`src/rtl/cr_iu_hs_seq_if.sv`:
```
// Handshake and micro-op bundle between the hardware-stacking sequencer
// and the IU control / datapath / IFU ifctrl logic.
// The master modport is the sequencer; the slave modport is the IU side.
interface cr_iu_hs_seq_if;

    // Sequence requests and acceptance pulses
    logic        hs_entry_req;
    logic        hs_exit_req;
    logic        hs_entry_ack;
    logic        hs_exit_ack;

    // IU status feeding the sequencer
    logic        iu_ifu_spcu_int_en;
    logic        iu_hs_split_ex_stall;
    logic        iu_yy_xx_flush;

    // Micro-op stream injected into decode
    logic        hs_split_iu_ctrl_inst_vld;
    logic [31:0] hs_split_iu_dp_inst_op;
    logic        hs_split_iu_hs_retire_mask;
    logic        hs_split_iu_unstack_chgflw;

    // IFU issue control
    logic        split_ifctrl_hs_stall;
    logic        split_ifctrl_hs_stall_part;

    modport master (
        input  hs_entry_req,
        input  hs_exit_req,
        input  iu_ifu_spcu_int_en,
        input  iu_hs_split_ex_stall,
        input  iu_yy_xx_flush,
        output hs_entry_ack,
        output hs_exit_ack,
        output hs_split_iu_ctrl_inst_vld,
        output hs_split_iu_dp_inst_op,
        output hs_split_iu_hs_retire_mask,
        output hs_split_iu_unstack_chgflw,
        output split_ifctrl_hs_stall,
        output split_ifctrl_hs_stall_part
    );

    modport slave (
        output hs_entry_req,
        output hs_exit_req,
        output iu_ifu_spcu_int_en,
        output iu_hs_split_ex_stall,
        output iu_yy_xx_flush,
        input  hs_entry_ack,
        input  hs_exit_ack,
        input  hs_split_iu_ctrl_inst_vld,
        input  hs_split_iu_dp_inst_op,
        input  hs_split_iu_hs_retire_mask,
        input  hs_split_iu_unstack_chgflw,
        input  split_ifctrl_hs_stall,
        input  split_ifctrl_hs_stall_part
    );

endinterface

```
`src/rtl/cr_iu_hs_seq.sv`:
```
// Hardware-stacking sequencer: turns an interrupt entry into a stream of
// "addi sp,-48 ; sw x.." micro-ops and an unstacking mret into a stream of
// "lw x.. ; addi sp,+48" micro-ops, stalling the IFU while the stream runs.
// All micro-op outputs decode combinationally from the state and idx
// registers, so a stalled micro-op stays on the bus unchanged.
module cr_iu_hs_seq (
    input  logic           cpuclk,
    input  logic           cpurst_b,
    cr_iu_hs_seq_if.master hs
);

    typedef enum logic [1:0] {
        IDLE    = 2'd0,
        STACK   = 2'd1,
        UNSTACK = 2'd2,
        CHGFLW  = 2'd3
    } state_t;

    localparam int          NUM_SLOTS   = 10;
    localparam logic [3:0]  IDX_LAST    = 4'd10;
    localparam logic [31:0] OP_SP_DEC48 = 32'hFD010113;   // addi sp,sp,-48
    localparam logic [31:0] OP_SP_INC48 = 32'h03010113;   // addi sp,sp,48

    // Caller-saved RV32E register held in frame slot k (slot k sits at 4k(sp))
    function automatic logic [4:0] slot_reg(input int k);
        case (k)
            0:       slot_reg = 5'd1;
            1:       slot_reg = 5'd5;
            2:       slot_reg = 5'd6;
            3:       slot_reg = 5'd7;
            default: slot_reg = 5'(k + 6);    // slots 4..9 -> x10..x15
        endcase
    endfunction

    state_t      state_reg;
    logic [3:0]  idx_reg;

    // Per-slot store/load encodings, fixed by the register list
    logic [31:0] sw_tab [NUM_SLOTS];
    logic [31:0] lw_tab [NUM_SLOTS];
    // One-hot slot selects decoded from idx for each stream
    logic [NUM_SLOTS-1:0] sw_sel;
    logic [NUM_SLOTS-1:0] lw_sel;

    genvar gi;
    generate
        for (gi = 0; gi < NUM_SLOTS; gi++) begin : g_slot
            localparam logic [11:0] SLOT_IMM = 12'(4 * gi);
            localparam logic [4:0]  SLOT_REG = slot_reg(gi);
            // sw rk, 4k(sp)
            assign sw_tab[gi] = {SLOT_IMM[11:5], SLOT_REG, 5'd2, 3'b010,
                                 SLOT_IMM[4:0], 7'h23};
            // lw rk, 4k(sp)
            assign lw_tab[gi] = {SLOT_IMM, 5'd2, 3'b010, SLOT_REG, 7'h03};
            // Stacking emits slot k at idx k+1 (idx 0 is the sp decrement);
            // unstacking emits slot k at idx k (idx 10 is the sp increment).
            assign sw_sel[gi] = (idx_reg == 4'(gi + 1));
            assign lw_sel[gi] = (idx_reg == 4'(gi));
        end
    endgenerate

    logic        is_idle;
    logic        uop_vld;
    logic        idx_last;
    logic        uop_consume;
    logic        entry_take;
    logic        exit_take;
    logic [31:0] sw_op;
    logic [31:0] lw_op;
    logic [31:0] uop_op;

    assign is_idle     = (state_reg == IDLE);
    assign uop_vld     = (state_reg == STACK) || (state_reg == UNSTACK);
    assign idx_last    = (idx_reg == IDX_LAST);
    assign uop_consume = uop_vld && !hs.iu_hs_split_ex_stall;

    // Entry wins over a simultaneous exit; the exit request stays pending.
    assign entry_take = is_idle && !hs.iu_yy_xx_flush &&
                        hs.hs_entry_req && hs.iu_ifu_spcu_int_en;
    assign exit_take  = is_idle && !hs.iu_yy_xx_flush &&
                        hs.hs_exit_req && !entry_take;

    // Collapse the one-hot slot selects into the store / load words
    always_comb begin
        sw_op = '0;
        lw_op = '0;
        for (int k = 0; k < NUM_SLOTS; k++) begin
            if (sw_sel[k]) sw_op = sw_tab[k];
            if (lw_sel[k]) lw_op = lw_tab[k];
        end
    end

    // Micro-op word for the current state/idx; zero whenever nothing is valid
    always_comb begin
        uop_op = '0;
        case (state_reg)
            STACK:   uop_op = (idx_reg == 4'd0) ? OP_SP_DEC48 : sw_op;
            UNSTACK: uop_op = idx_last ? OP_SP_INC48 : lw_op;
            default: uop_op = '0;
        endcase
    end

    assign hs.hs_entry_ack               = entry_take;
    assign hs.hs_exit_ack                = exit_take;
    assign hs.hs_split_iu_ctrl_inst_vld  = uop_vld;
    assign hs.hs_split_iu_dp_inst_op     = uop_op;
    // Only the final micro-op retires, standing for the whole sequence
    assign hs.hs_split_iu_hs_retire_mask = uop_vld && !idx_last;
    assign hs.hs_split_iu_unstack_chgflw = (state_reg == CHGFLW);
    assign hs.split_ifctrl_hs_stall      = !is_idle;
    assign hs.split_ifctrl_hs_stall_part = uop_vld && idx_last;

    // Sequencer FSM: state and micro-op index advance on consumption only
    always_ff @(posedge cpuclk) begin
        if (!cpurst_b) begin
            state_reg <= IDLE;
            idx_reg   <= 4'd0;
        end else begin
            case (state_reg)
                IDLE: begin
                    idx_reg <= 4'd0;
                    if (entry_take) begin
                        state_reg <= STACK;
                    end else if (exit_take) begin
                        state_reg <= UNSTACK;
                    end
                end
                STACK: begin
                    if (hs.iu_yy_xx_flush) begin
                        state_reg <= IDLE;
                        idx_reg   <= 4'd0;
                    end else if (uop_consume) begin
                        if (idx_last) begin
                            state_reg <= IDLE;
                            idx_reg   <= 4'd0;
                        end else begin
                            idx_reg <= idx_reg + 4'd1;
                        end
                    end
                end
                UNSTACK: begin
                    if (hs.iu_yy_xx_flush) begin
                        state_reg <= IDLE;
                        idx_reg   <= 4'd0;
                    end else if (uop_consume) begin
                        if (idx_last) begin
                            state_reg <= CHGFLW;
                            idx_reg   <= 4'd0;
                        end else begin
                            idx_reg <= idx_reg + 4'd1;
                        end
                    end
                end
                CHGFLW: begin
                    // Single-cycle redirect pulse; a flush here changes nothing
                    state_reg <= IDLE;
                    idx_reg   <= 4'd0;
                end
                default: begin
                    state_reg <= IDLE;
                    idx_reg   <= 4'd0;
                end
            endcase
        end
    end

endmodule
```
`src/flat_wrapper.sv`:
```
// flat-port wrapper written by rule: the top's interface ports become plain ports
module cr_iu_hs_seq_flat 
  (cpuclk, cpurst_b, hs_hs_entry_req, hs_hs_exit_req, hs_iu_ifu_spcu_int_en, hs_iu_hs_split_ex_stall, hs_iu_yy_xx_flush, hs_hs_entry_ack, hs_hs_exit_ack, hs_hs_split_iu_ctrl_inst_vld, hs_hs_split_iu_dp_inst_op, hs_hs_split_iu_hs_retire_mask, hs_hs_split_iu_unstack_chgflw, hs_split_ifctrl_hs_stall, hs_split_ifctrl_hs_stall_part);
  cr_iu_hs_seq_if hs_i ();
  input  logic cpuclk;
  input  logic cpurst_b;
  input wire logic [$bits(hs_i.hs_entry_req)-1:0] hs_hs_entry_req;
  input wire logic [$bits(hs_i.hs_exit_req)-1:0] hs_hs_exit_req;
  input wire logic [$bits(hs_i.iu_ifu_spcu_int_en)-1:0] hs_iu_ifu_spcu_int_en;
  input wire logic [$bits(hs_i.iu_hs_split_ex_stall)-1:0] hs_iu_hs_split_ex_stall;
  input wire logic [$bits(hs_i.iu_yy_xx_flush)-1:0] hs_iu_yy_xx_flush;
  output wire logic [$bits(hs_i.hs_entry_ack)-1:0] hs_hs_entry_ack;
  output wire logic [$bits(hs_i.hs_exit_ack)-1:0] hs_hs_exit_ack;
  output wire logic [$bits(hs_i.hs_split_iu_ctrl_inst_vld)-1:0] hs_hs_split_iu_ctrl_inst_vld;
  output wire logic [$bits(hs_i.hs_split_iu_dp_inst_op)-1:0] hs_hs_split_iu_dp_inst_op;
  output wire logic [$bits(hs_i.hs_split_iu_hs_retire_mask)-1:0] hs_hs_split_iu_hs_retire_mask;
  output wire logic [$bits(hs_i.hs_split_iu_unstack_chgflw)-1:0] hs_hs_split_iu_unstack_chgflw;
  output wire logic [$bits(hs_i.split_ifctrl_hs_stall)-1:0] hs_split_ifctrl_hs_stall;
  output wire logic [$bits(hs_i.split_ifctrl_hs_stall_part)-1:0] hs_split_ifctrl_hs_stall_part;
  assign hs_i.hs_entry_req = hs_hs_entry_req;
  assign hs_i.hs_exit_req = hs_hs_exit_req;
  assign hs_i.iu_ifu_spcu_int_en = hs_iu_ifu_spcu_int_en;
  assign hs_i.iu_hs_split_ex_stall = hs_iu_hs_split_ex_stall;
  assign hs_i.iu_yy_xx_flush = hs_iu_yy_xx_flush;
  assign hs_hs_entry_ack = hs_i.hs_entry_ack;
  assign hs_hs_exit_ack = hs_i.hs_exit_ack;
  assign hs_hs_split_iu_ctrl_inst_vld = hs_i.hs_split_iu_ctrl_inst_vld;
  assign hs_hs_split_iu_dp_inst_op = hs_i.hs_split_iu_dp_inst_op;
  assign hs_hs_split_iu_hs_retire_mask = hs_i.hs_split_iu_hs_retire_mask;
  assign hs_hs_split_iu_unstack_chgflw = hs_i.hs_split_iu_unstack_chgflw;
  assign hs_split_ifctrl_hs_stall = hs_i.split_ifctrl_hs_stall;
  assign hs_split_ifctrl_hs_stall_part = hs_i.split_ifctrl_hs_stall_part;
  cr_iu_hs_seq u_core (.cpuclk(cpuclk), .cpurst_b(cpurst_b), .hs(hs_i));
endmodule
```
`config.mk`:
```
export PLATFORM = sky130hd
export DESIGN_NAME = cr_iu_hs_seq_flat
export DESIGN_NICKNAME = d
export VERILOG_FILES = /design/src/rtl/cr_iu_hs_seq_if.sv /design/src/rtl/cr_iu_hs_seq.sv /design/src/flat_wrapper.sv
export SDC_FILE = /design/constraint.sdc
export NUM_CORES = 1
export LEC_CHECK = 0
export BUFFER_PORTS_ARGS = -buffer_cell sky130_fd_sc_hd__buf_2
export CAP_MARGIN = 20
export CORE_ASPECT_RATIO = 0.7
export CORE_UTILIZATION = 40
export DETAILED_ROUTE_END_ITERATION = 6
export HOLD_SLACK_MARGIN = 0.1
export PLACE_DENSITY = 0.83
export SLEW_MARGIN = 20
export SYNTH_ARGS = -nofsm -noshare
export SYNTH_HDL_FRONTEND = slang
export SYNTH_SLANG_ARGS = --single-unit
export TNS_END_PERCENT = 100
```
`constraint.sdc`:
```
create_clock -name cpuclk -period 1.9 [get_ports cpuclk]
set_input_delay 0.38 -clock cpuclk [delete_from_list [all_inputs] [get_ports cpuclk]]
set_output_delay 0.38 -clock cpuclk [all_outputs]
set_load 0.01 [all_outputs]
```
==> qor.csv, run 1 <==
metric,value,unit
synth_flop_cell,dfxtp_1,
synthArstFlopShare,0,
worstSkewPairLatency,220,ps
grt_max_degree,16,
hold_ws,441,ps
clock.fmax,481,MHz
ys_seq_area_frac,0.116,
cp_slowest_cell,dfxtp_2,
wl,2.71,mm
violations,setup timing,
hpwl,1.89,mm
period_share,1.09,
grt_overflow_total,0,
die_area,0.00281,mm2
end_kind,primary output,
crit_chain,"inv_2, ha_4, and2_4, nand2_4, o22a_1, o32ai_2, buf_2",
fin_setup_tns,-1230,ps
largest_reg_flops,4,
cts_buffers,3,
slew_viol_final,0,
worstPathArrival,1700,ps
antenna_found_initial,0,
portBuffers,36,
ios,46,
avgRoutedWirePerCell,12.0,um
path_clk_slew,40,ps
drcViolationCount,0,
drv_cap,0,
grt_pass1_vias,893,
max-vdd-ir-drop,0.409,mV
ctsLongestPathBuffers,2,
startpoint_type,register,
final_antenna_net_count,0,
finalPower,0.000961,W
hold_class,input port to register,
p_leak,0.707,nW
cp.required,1520,ps
synth.most_common_cell,buf_4,
syn_area,0.00104,mm2
synth.distinct_cells,46,
worst-path-max-fanout,3,
setup_viol,14,
fillCellCount,226,
globalplace.congestion,0.846,
vias,1155,
hold_viol_final,0,
area_growth,41.8,%
p_per_area,652,mW/mm2
crit_type,register to primary output,
grt.total_usage,0.182,
rsz0062_at_grt,yes,
chipHeight,44.7,um
drt-vias-per-instance,5.13,
yosys_warnings,0,
fin_ws,-179,ps
grt_pass1_wl,3.97,mm
syn_area_per_cell,7.17,um2
syn_inst,145,
critical_path.max_stage_delay,340,ps
synth_seq_cells,6,
status,"complete, but fails checks",
dp_cells,215,
fp.dieW,62.9,um
stdcell_count,225,
final_nets,205,
cts_tree,done,
start_util,0.423,
drt_iter0_markers,46,
synth_edf_count,0,
clkSinkCount,6,
reg2reg_slack,350,ps
fin_crit,2080,ps
crit_buf_inv,2,
synth_top_area_cell,buf_4,
drt_pass1_iterations,4,
synthTopCellsByArea,"buf_4 (14%), dfxtp_1 (12%), a21oi_1 (6.3%)",
cp_top_family,compound AO/OA/AOI/OAI gates,
synthTopCellsByCount,"buf_4 (20), a21oi_1 (13), nor2_1 (13)",
dp_slack,10.5,ps
antennaDiodeCount,0,
synth_top_area_share,0.144,
fin_skew,2.31,ps
core,0.00246,mm2
rows,15,
cts_max_level,1,
drive_gt1_frac,0.492,
postCtsHoldBufs,0,
cts_root_buf,clkbuf_8,
==> final cells by class <==
type,instances,area [um2],area share
multi-input cells,113,807,0.548
inverters,8,32.5,0.0221
well taps,34,42.5,0.0289
clock buffers,3,41.3,0.0280
repair buffers,61,418,0.284
flip-flops and latches,6,133,0.0900
==> kinds of logic after synthesis <==
kind of cell | after synthesis | share of synthesized area
AO/OA/AOI/OAI | 44 | 0.280
XOR/XNOR | 3 | 0.0253
adder cells (fa/ha/maj) | 5 | 0.0602
buffers and inverters | 34 | 0.220
flip-flops | 6 | 0.116
multiplexers | 2 | 0.0193
other | 1 | 0.00361
AND/OR/NAND/NOR | 50 | 0.276
==> metrics by stage <==
| stage | cell area, um2 | utilization |
|---|---|---|
| finish | 1470 | 0.599 |
| global route | 1470 | 0.599 |
| CTS | 1350 | 0.550 |
| detailed placement | 1250 | 0.509 |
| global placement | 1250 | 0.509 |
| floorplan | 1090 | - |
==> what timing repair did <==
item,CTS,global route
cloned,0,0
buffers inserted,5,2
setup endpoints to repair,20,21
pin swaps,4,11
gates resized for setup,9,24
==> routing by layer <==
layer / global-route usage / part of all wire
met1: 0.244 / 0.46
met2: 0.305 / 0.47
met3: 0.0412 / 0.061
met4: 0.0279 / 0.0030
met5: 0 / 0
==> layout by cell type, fill, tap and decap left out, types with 3 or more instances in the layout <==
cell,n
a21oi_1,12
buf_2,28
buf_4,25
buf_6,8
clkbuf_8,3
conb_1,9
dfxtp_2,4
inv_1,6
nand2_1,7
nand2b_1,3
nor2_1,10
nor2b_1,3
nor3_1,3
o21ai_0,8
==> tightest hold or removal path: cells and delay by family <==
| family | cells | cell delay [ps] |
|---|---|---|
| buffers and inverters | 1 | 110 |
| and+or+nand+nor | 1 | 60 |
| muxes | 1 | 60 |
==> report_power, final <==
part,total (W),switching [W],internal (W)
sequential,0.000161,0.0000187,0.000142
combinational,0.000614,0.000312,0.000302
clock,0.000186,0.0000502,0.000136
total,0.000961,0.000381,0.000580
==> final timing paths <==
check,startpoint,endpoint,cells after the start
max,u_core.state_reg[1],hs_hs_split_iu_dp_inst_op[24],7
min,cpurst_b,u_core.state_reg[0],3
max reg2reg,u_core.state_reg[0],u_core.state_reg[1],7
min reg2reg,u_core.idx_reg[3],u_core.idx_reg[3],2
Note: power is estimated with default switching activity, not from simulation.
==> run 2: changes to the inputs <==
--- a/config.mk
+++ b/config.mk
@@ -5,13 +5,14 @@
 export SDC_FILE = /design/constraint.sdc
 export NUM_CORES = 1
 export LEC_CHECK = 0
+export ABC_AREA = 1
 export BUFFER_PORTS_ARGS = -buffer_cell sky130_fd_sc_hd__buf_2
 export CAP_MARGIN = 20
 export CORE_ASPECT_RATIO = 0.7
 export CORE_UTILIZATION = 40
 export DETAILED_ROUTE_END_ITERATION = 6
 export HOLD_SLACK_MARGIN = 0.1
-export PLACE_DENSITY = 0.83
+export PLACE_DENSITY = 0.86
 export SLEW_MARGIN = 20
 export SYNTH_ARGS = -nofsm -noshare
 export SYNTH_HDL_FRONTEND = slang
==> run 2 against run 1 <==
Effect of this change: the flow still finishes with violations (setup timing); cell count is 2.7% higher; sequential power grew 7%; core utilization is 6.4 points higher; routed wire length down 5.3%; critical endpoint is now hs_hs_split_iu_dp_inst_op[4]; highest routed layer unchanged.
==> qor.csv, run 2 <==
metric,value,unit,change
synthTopCellsByCount,"nand2_1 (37), nor2_1 (32), inv_1 (21)",,
crit_buf_inv,3,,+1
cp_slowest_cell,dfxtp_2,,
ctsLongestPathBuffers,2,,unchanged
met1_usage,0.299,,+0.0554
startpoint_type,register,,
drive_gt1_frac,0.443,,-0.0494
portBuffers,36,,unchanged
hold_class,input port to register,,
chipHeight,41.3,um,-7.5%
clock.fmax,523,MHz,+8.7%
cts_max_level,1,,unchanged
rsz0062_at_grt,yes,,
cts_root_buf,clkbuf_4,,
fin_crit,1910,ps,-166 ps
worst-path-max-fanout,5,,+2
wl,2.57,mm,-5.3%
crit_chain,"inv_2, ha_4, inv_1, nor3_2, nand2_1, nand2_1, buf_2",,
swShare,0.479,,+0.0827
power_frac_seq,0.155,,-0.013
slew_viol_final,0,,unchanged
synth_flop_cell,dfxtp_1,,
core,0.00197,mm2,-20%
synth_seq_cells,6,,unchanged
grt_pass1_wl,3.64,mm,-8.3%
drt-vias-per-instance,4.78,,-6.9%
final_antenna_net_count,0,,unchanged
holdPathStages,3,,unchanged
cp.depth,7,,unchanged
hpwl,1.89,mm,about the same
globalplace.congestion,0.878,,+3.8%
synth.most_common_cell,nand2_1,,
hold_viol_final,0,,unchanged
end_kind,primary output,,
cts_buffers,3,,unchanged
crit_type,register to primary output,,
drt_pass1_iterations,4,,unchanged
dp_cells,225,,+4.7%
synthTopCellsByArea,"nand2_1 (16%), buf_4 (14%), dfxtp_1 (14%)",,
syn_inst,160,,+10%
critical_path.max_stage_delay,330,ps,about the same
reg2reg_depth,9,,+2
synth.distinct_cells,21,,-54%
p_comb_frac,0.741,,+0.102
grt_overflow_total,0,,unchanged
p_leak,0.740,nW,+4.7%
antenna_found_initial,0,,unchanged
die_area,0.00240,mm2,-14%
final_nets,215,,+4.9%
grt_max_degree,9,,-7
ios,46,,unchanged
p_per_area,848,mW/mm2,+30%
fin_skew,1.75,ps,-0.568 ps
stdcell_count,231,,+2.7%
rows,13,,-2
area_growth,47.9,%,
path_clk_slew,40,ps,about the same
status,"complete, but fails checks",,
worstPathArrival,1530,ps,-170 ps
synth_top_area_share,0.157,,+0.0128
vias,1104,,-4.4%
synthArstFlopShare,0,,unchanged
worstSkewPairLatency,240,ps,+20 ps
synth_edf_count,0,,unchanged
setup_viol,1,,-13
fp.dieW,58.2,um,-7.6%
layout_commonest_cell,nand2_1,,
final_cell_mix,"nand2_1 (32), buf_2 (29), nor2_1 (27)",,
internal_power,0.000577,W,-0.53%
grt_pass1_vias,783,,-12%
seq_area,130,um2,-1.9%
antennaDiodeCount,0,,unchanged
grt.total_usage,0.211,,+0.0292
ys_seq_area_frac,0.136,,+0.0205
cp_top_family,simple AND/OR/NAND/NOR gates,,
drcViolationCount,0,,unchanged
fin_ws,-12.9,ps,+166 ps
clkSinkCount,6,,unchanged
grt_util_met3,0.0556,,+0.0143
syn_area_per_cell,5.52,um2,-23%
max-vdd-ir-drop,0.472,mV,+16%
fillCellCount,161,,-29%
synth_top_area_cell,nand2_1,,
start_util,0.449,,+0.0259
final_util,0.664,,+0.0642
crit_top_cell,nand2_1,,
top_usage_layer,met2,,
postCtsHoldBufs,0,,unchanged
largest_reg_flops,4,,unchanged
p_sw,0.000531,W,+39%
violations,setup timing,,
cp.required,1520,ps,about the same
drv_cap,0,,unchanged
clkPwrFrac,0.104,,-0.089
cts_tree,done,,
period_share,1.01,,-0.0873
met2_usage,0.322,,+0.0165
avgRoutedWirePerCell,11.1,um,-7.7%
yosys_warnings,0,,unchanged
syn_area,883,um2,-15%
multiInputGateArea,701,um2,-13%
drt_iter0_markers,66,,+43%
-- run 2: cell count changes after synthesis, moves of 3 or more --
| cell | delta |
|---|---|
| nand2_1 | +28 |
| nor2_1 | +19 |
| inv_1 | +13 |
| a21oi_1 | -8 |
| nand3_1 | +7 |
| and2_1 | -3 |
| buf_2 | -3 |
| buf_4 | -3 |
| buf_6 | -3 |
| nand2b_1 | -3 |
| nor2b_1 | -3 |
-- run 2: tightest hold or removal path, cell delays in order --
cell and delay, ps:
buf_2 120, nand2_1 60, nor2_1 30
-- run 2: per-stage QoR --
step	power (W)	setup WS (ps)	hold WS (ps)	cell area [um2]	TNS (ps)
6_report	0.00111	-12.9	388	1310	-12.9
5_1_grt	0.00122	-112	376	1310	-1140
4_1_cts	0.000994	7.92	385	1170	0
3_5_place_dp	0.000785	15.7	539	1070	0
3_3_place_gp	0.000778	91.3	539	1070	0
2_1_floorplan	0.000611	35.1	500	916	0
-- run 2: cell families (layout without fill, tap and decap cells) --
kind of cell | Yosys count | count (layout) | share of synthesized area
AND/OR/NAND/NOR | 85 | 85 | 0.399
buffers and inverters | 41 | 74 | 0.248
AO/OA/AOI/OAI | 22 | 22 | 0.142
flip-flops | 6 | 6 | 0.136
adder cells (fa/ha/maj) | 5 | 5 | 0.0708
other | 1 | 9 | 0.00425
-- run 2: final timing paths --
check,from,end,slack [ps]
min,cpurst_b,u_core.state_reg[1],390
min reg2reg,u_core.idx_reg[1],u_core.idx_reg[1],520
max,u_core.state_reg[1],hs_hs_split_iu_dp_inst_op[4],-10
max reg2reg,u_core.state_reg[1],u_core.state_reg[0],290
-- run 2: layout make-up --
| type | instances | area share |
|---|---|---|
| repair buffers | 48 | 0.246 |
| inverters | 23 | 0.0718 |
| clock buffers | 3 | 0.0172 |
| well taps | 30 | 0.0287 |
| multi-input cells | 121 | 0.536 |
| flip-flops and latches | 6 | 0.0996 |
-- run 2: repair_timing --
item	in CTS	in global routing
gates resized for setup	18	36
endpoints found under the setup margin	22	23
pin swaps	2	5
buffers inserted	3	0
-- run 2: routing by layer --
| metal | up-vias | routed length [um] | share of wire |
|---|---|---|---|
| li1 | 569 | - | - |
| met1 | 486 | 1240 | 0.48 |
| met2 | 47 | 1150 | 0.45 |
| met3 | 2 | 170 | 0.066 |
| met4 | 0 | 4 | 0.0016 |
| met5 | - | 0 | 0 |
-- run 2: power groups by stage --
| stage | registers (W) | logic (W) | clock network, W |
|---|---|---|---|
| 4_1_cts | 0.000169 | 0.000703 | 0.000121 |
| 3_5_place_dp | 0.000170 | 0.000616 | 0 |
| 3_3_place_gp | 0.000168 | 0.000610 | 0 |
| 2_1_floorplan | 0.000159 | 0.000452 | 0 |
| 6_report | 0.000172 | 0.000821 | 0.000115 |
| 5_1_grt | 0.000175 | 0.000906 | 0.000136 |
==> run 3: changes to the inputs <==
--- a/config.mk
+++ b/config.mk
@@ -8,8 +8,8 @@
 export ABC_AREA = 1
 export BUFFER_PORTS_ARGS = -buffer_cell sky130_fd_sc_hd__buf_2
 export CAP_MARGIN = 20
-export CORE_ASPECT_RATIO = 0.7
 export CORE_UTILIZATION = 40
+export CTS_BUF_LIST = sky130_fd_sc_hd__clkbuf_8
 export DETAILED_ROUTE_END_ITERATION = 6
 export HOLD_SLACK_MARGIN = 0.1
 export PLACE_DENSITY = 0.86
==> run 3 against run 2 <==
Effect of this change: the flow now finishes without violations; maximum frequency rose by 2.3%; non-clock buffer count fell by 3; clock skew barely moved; total power fell by 1.6%; core utilization fell by 4.9 points; routed wire length fell by 4.6%; design area fell by 4.8%; flip-flop and latch count did not move; worst hold slack improved by 28 ps; combinational power fell by 11%; critical endpoint is now hs_hs_split_iu_dp_inst_op[21].
==> qor.csv, run 3 (synthesized netlist as in run 2, its figures left out) <==
metric,value,unit,change
status,completed,,
rows,16,,+3
ios,46,,unchanged
fin_setup_tns,0,ps,+12.9 ps
cts_buffers,3,,unchanged
whs_endpoint,u_core.state_reg[0],,
p_sw,0.000514,W,-3.1%
fin_skew,2.03,ps,+0.282 ps
worstPathArrival,1490,ps,-40 ps
clkSinkCount,6,,unchanged
seq_area,128,um2,-1.9%
reg2reg_depth,9,,unchanged
globalplace.congestion,0.910,,+3.6%
die_area,0.00240,mm2,-0.11%
p_comb_frac,0.670,,-0.071
slew_viol_final,0,,unchanged
ctsLongestPathBuffers,2,,unchanged
chipHeight,49.0,um,+19%
rr_endpoint,u_core.state_reg[1],,
crit_type,register to primary output,,
grt_pass1_vias,897,,+15%
avgRoutedWirePerCell,10.9,um,-2.1%
core,0.00202,mm2,+2.7%
grt_overflow_total,0,,unchanged
max-vdd-ir-drop,0.556,mV,+18%
setup_viol,0,,-1
cp.required,1520,ps,about the same
drt_pass1_iterations,4,,unchanged
cts_max_level,1,,unchanged
fin_crit,1870,ps,-43.9 ps
worstSkewPairLatency,220,ps,-20 ps
holdPathStages,3,,unchanged
hpwl,1.81,mm,-4.2%
portBuffers,36,,unchanged
path_clk_slew,30,ps,about the same
hold_ws,417,ps,+28.5 ps
startpoint_type,register,,
drive_gt1_frac,0.409,,-0.0337
cts_root_buf,clkbuf_8,,
final_nets,212,,-1.4%
clock.fmax,535,MHz,+2.3%
drcViolationCount,0,,unchanged
end_kind,primary output,,
multiInputGateArea,687,um2,-2.0%
p_per_area,877,mW/mm2,+3.4%
clkPwrFrac,0.167,,+0.063
final_util,0.615,,-0.0486
fillCellCount,192,,+19%
dp_cells,220,,-2.2%
wl,2.45,mm,-4.6%
rsz0062_at_grt,yes,,
placed_cell_area,0.00105,mm2,-1.8%
grt_max_degree,9,,unchanged
stdcell_count,225,,-2.6%
power_frac_seq,0.163,,+0.008
stdcell_area,0.00124,mm2,-4.8%
p_leak,0.712,nW,-3.9%
postCtsHoldBufs,0,,unchanged
drv_cap,0,,unchanged
drt_iter0_markers,29,,-56%
reg2reg_slack,310,ps,+20 ps
start_util,0.437,,-0.0119
cts_tree,done,,
min_from,cpurst_b,,
worst-path-max-fanout,5,,unchanged
fp.dieW,49.0,um,-16%
vias,1111,,+0.63%
final_cell_mix,"buf_2 (35), nand2_1 (33), nor2_1 (28)",,
hold_viol_final,0,,unchanged
hold_class,input port to register,,
swShare,0.471,,-0.00744
period_share,0.984,,-0.0231
drt-vias-per-instance,4.94,,+3.3%
largest_reg_flops,4,,unchanged
antenna_found_initial,0,,unchanged
layout_commonest_cell,buf_2,,
final_antenna_net_count,0,,unchanged
area_growth,40.8,%,
crit-reg2reg-launch,u_core.state_reg[1],,
grt.total_usage,0.188,,-0.0228
grt_pass1_wl,3.62,mm,-0.58%
internal_power,0.000576,W,-0.17%
antennaDiodeCount,0,,unchanged
run 3: cell types whose count changed in the layout (fill, tap and decap cells not counted), sizes merged:
cell / delta
buf: -3
run 3: area by class of cell:
| type | instances | area share |
|---|---|---|
| clock buffer | 3 | 0.0332 |
| sequential | 6 | 0.103 |
| inverter | 23 | 0.0775 |
| tap | 27 | 0.0272 |
| multi-input combinational | 121 | 0.552 |
| timing repair buffer | 45 | 0.207 |
run 3: critical path, cell delays in order (launching register included):
cell	delay, ps
dfxtp_2	340
inv_2	60
ha_4	300
nand2_4	70
inv_6	70
nand2_8	60
o31ai_4	210
buf_2	160
run 3: stage by stage:
step                      power, W  setup slack [ps]
after floorplan           0.000611              35.1
after global placement    0.000761              72.4
after detailed placement  0.000768              7.93
after CTS                  0.00101              1.96
after global routing       0.00117             -30.9
final                      0.00109              31.0
run 3: layer usage:
layer,vias to the layer above,wire length [um],GRT usage,share of wire
met5,-,0,0,0
met4,0,24,0.0637,0.0098
met3,4,169,0.0280,0.069
met2,57,1240,0.345,0.51
met1,492,1010,0.221,0.41
li1,558,-,-,-
run 3: power by group through the flow:
stage,Combinational (W),Sequential [W],Clock [W]
2_1_floorplan,0.000452,0.000159,0
3_3_place_gp,0.000593,0.000168,0
3_5_place_dp,0.000598,0.000170,0
4_1_cts,0.000646,0.000174,0.000188
5_1_grt,0.000795,0.000179,0.000196
6_report,0.000731,0.000177,0.000183
run 3: how the worst max path moves through the flow:
stage / from / end / slack (ps) / cells after the start
floorplan: u_core.state_reg[0] / hs_hs_split_iu_dp_inst_op[21] / 40 / 6
global placement: u_core.state_reg[0] / hs_hs_split_iu_dp_inst_op[21] / 70 / 9
detailed placement: u_core.state_reg[1] / hs_hs_split_iu_dp_inst_op[21] / 8 / 9
CTS: u_core.state_reg[1] / hs_hs_split_iu_dp_inst_op[21] / 2 / 9
global route: u_core.state_reg[1] / hs_hs_split_iu_dp_inst_op[21] / -30 / 9
finish: u_core.state_reg[1] / hs_hs_split_iu_dp_inst_op[21] / 30 / 7
run 3: repair_timing:
action | in CTS | in global routing
setup endpoints to repair | 22 | 20
buffers inserted | 0 | 2
gates resized for setup | 13 | 27
pin swaps | 2 | 6
endpoints found under the hold margin | 0 | 0
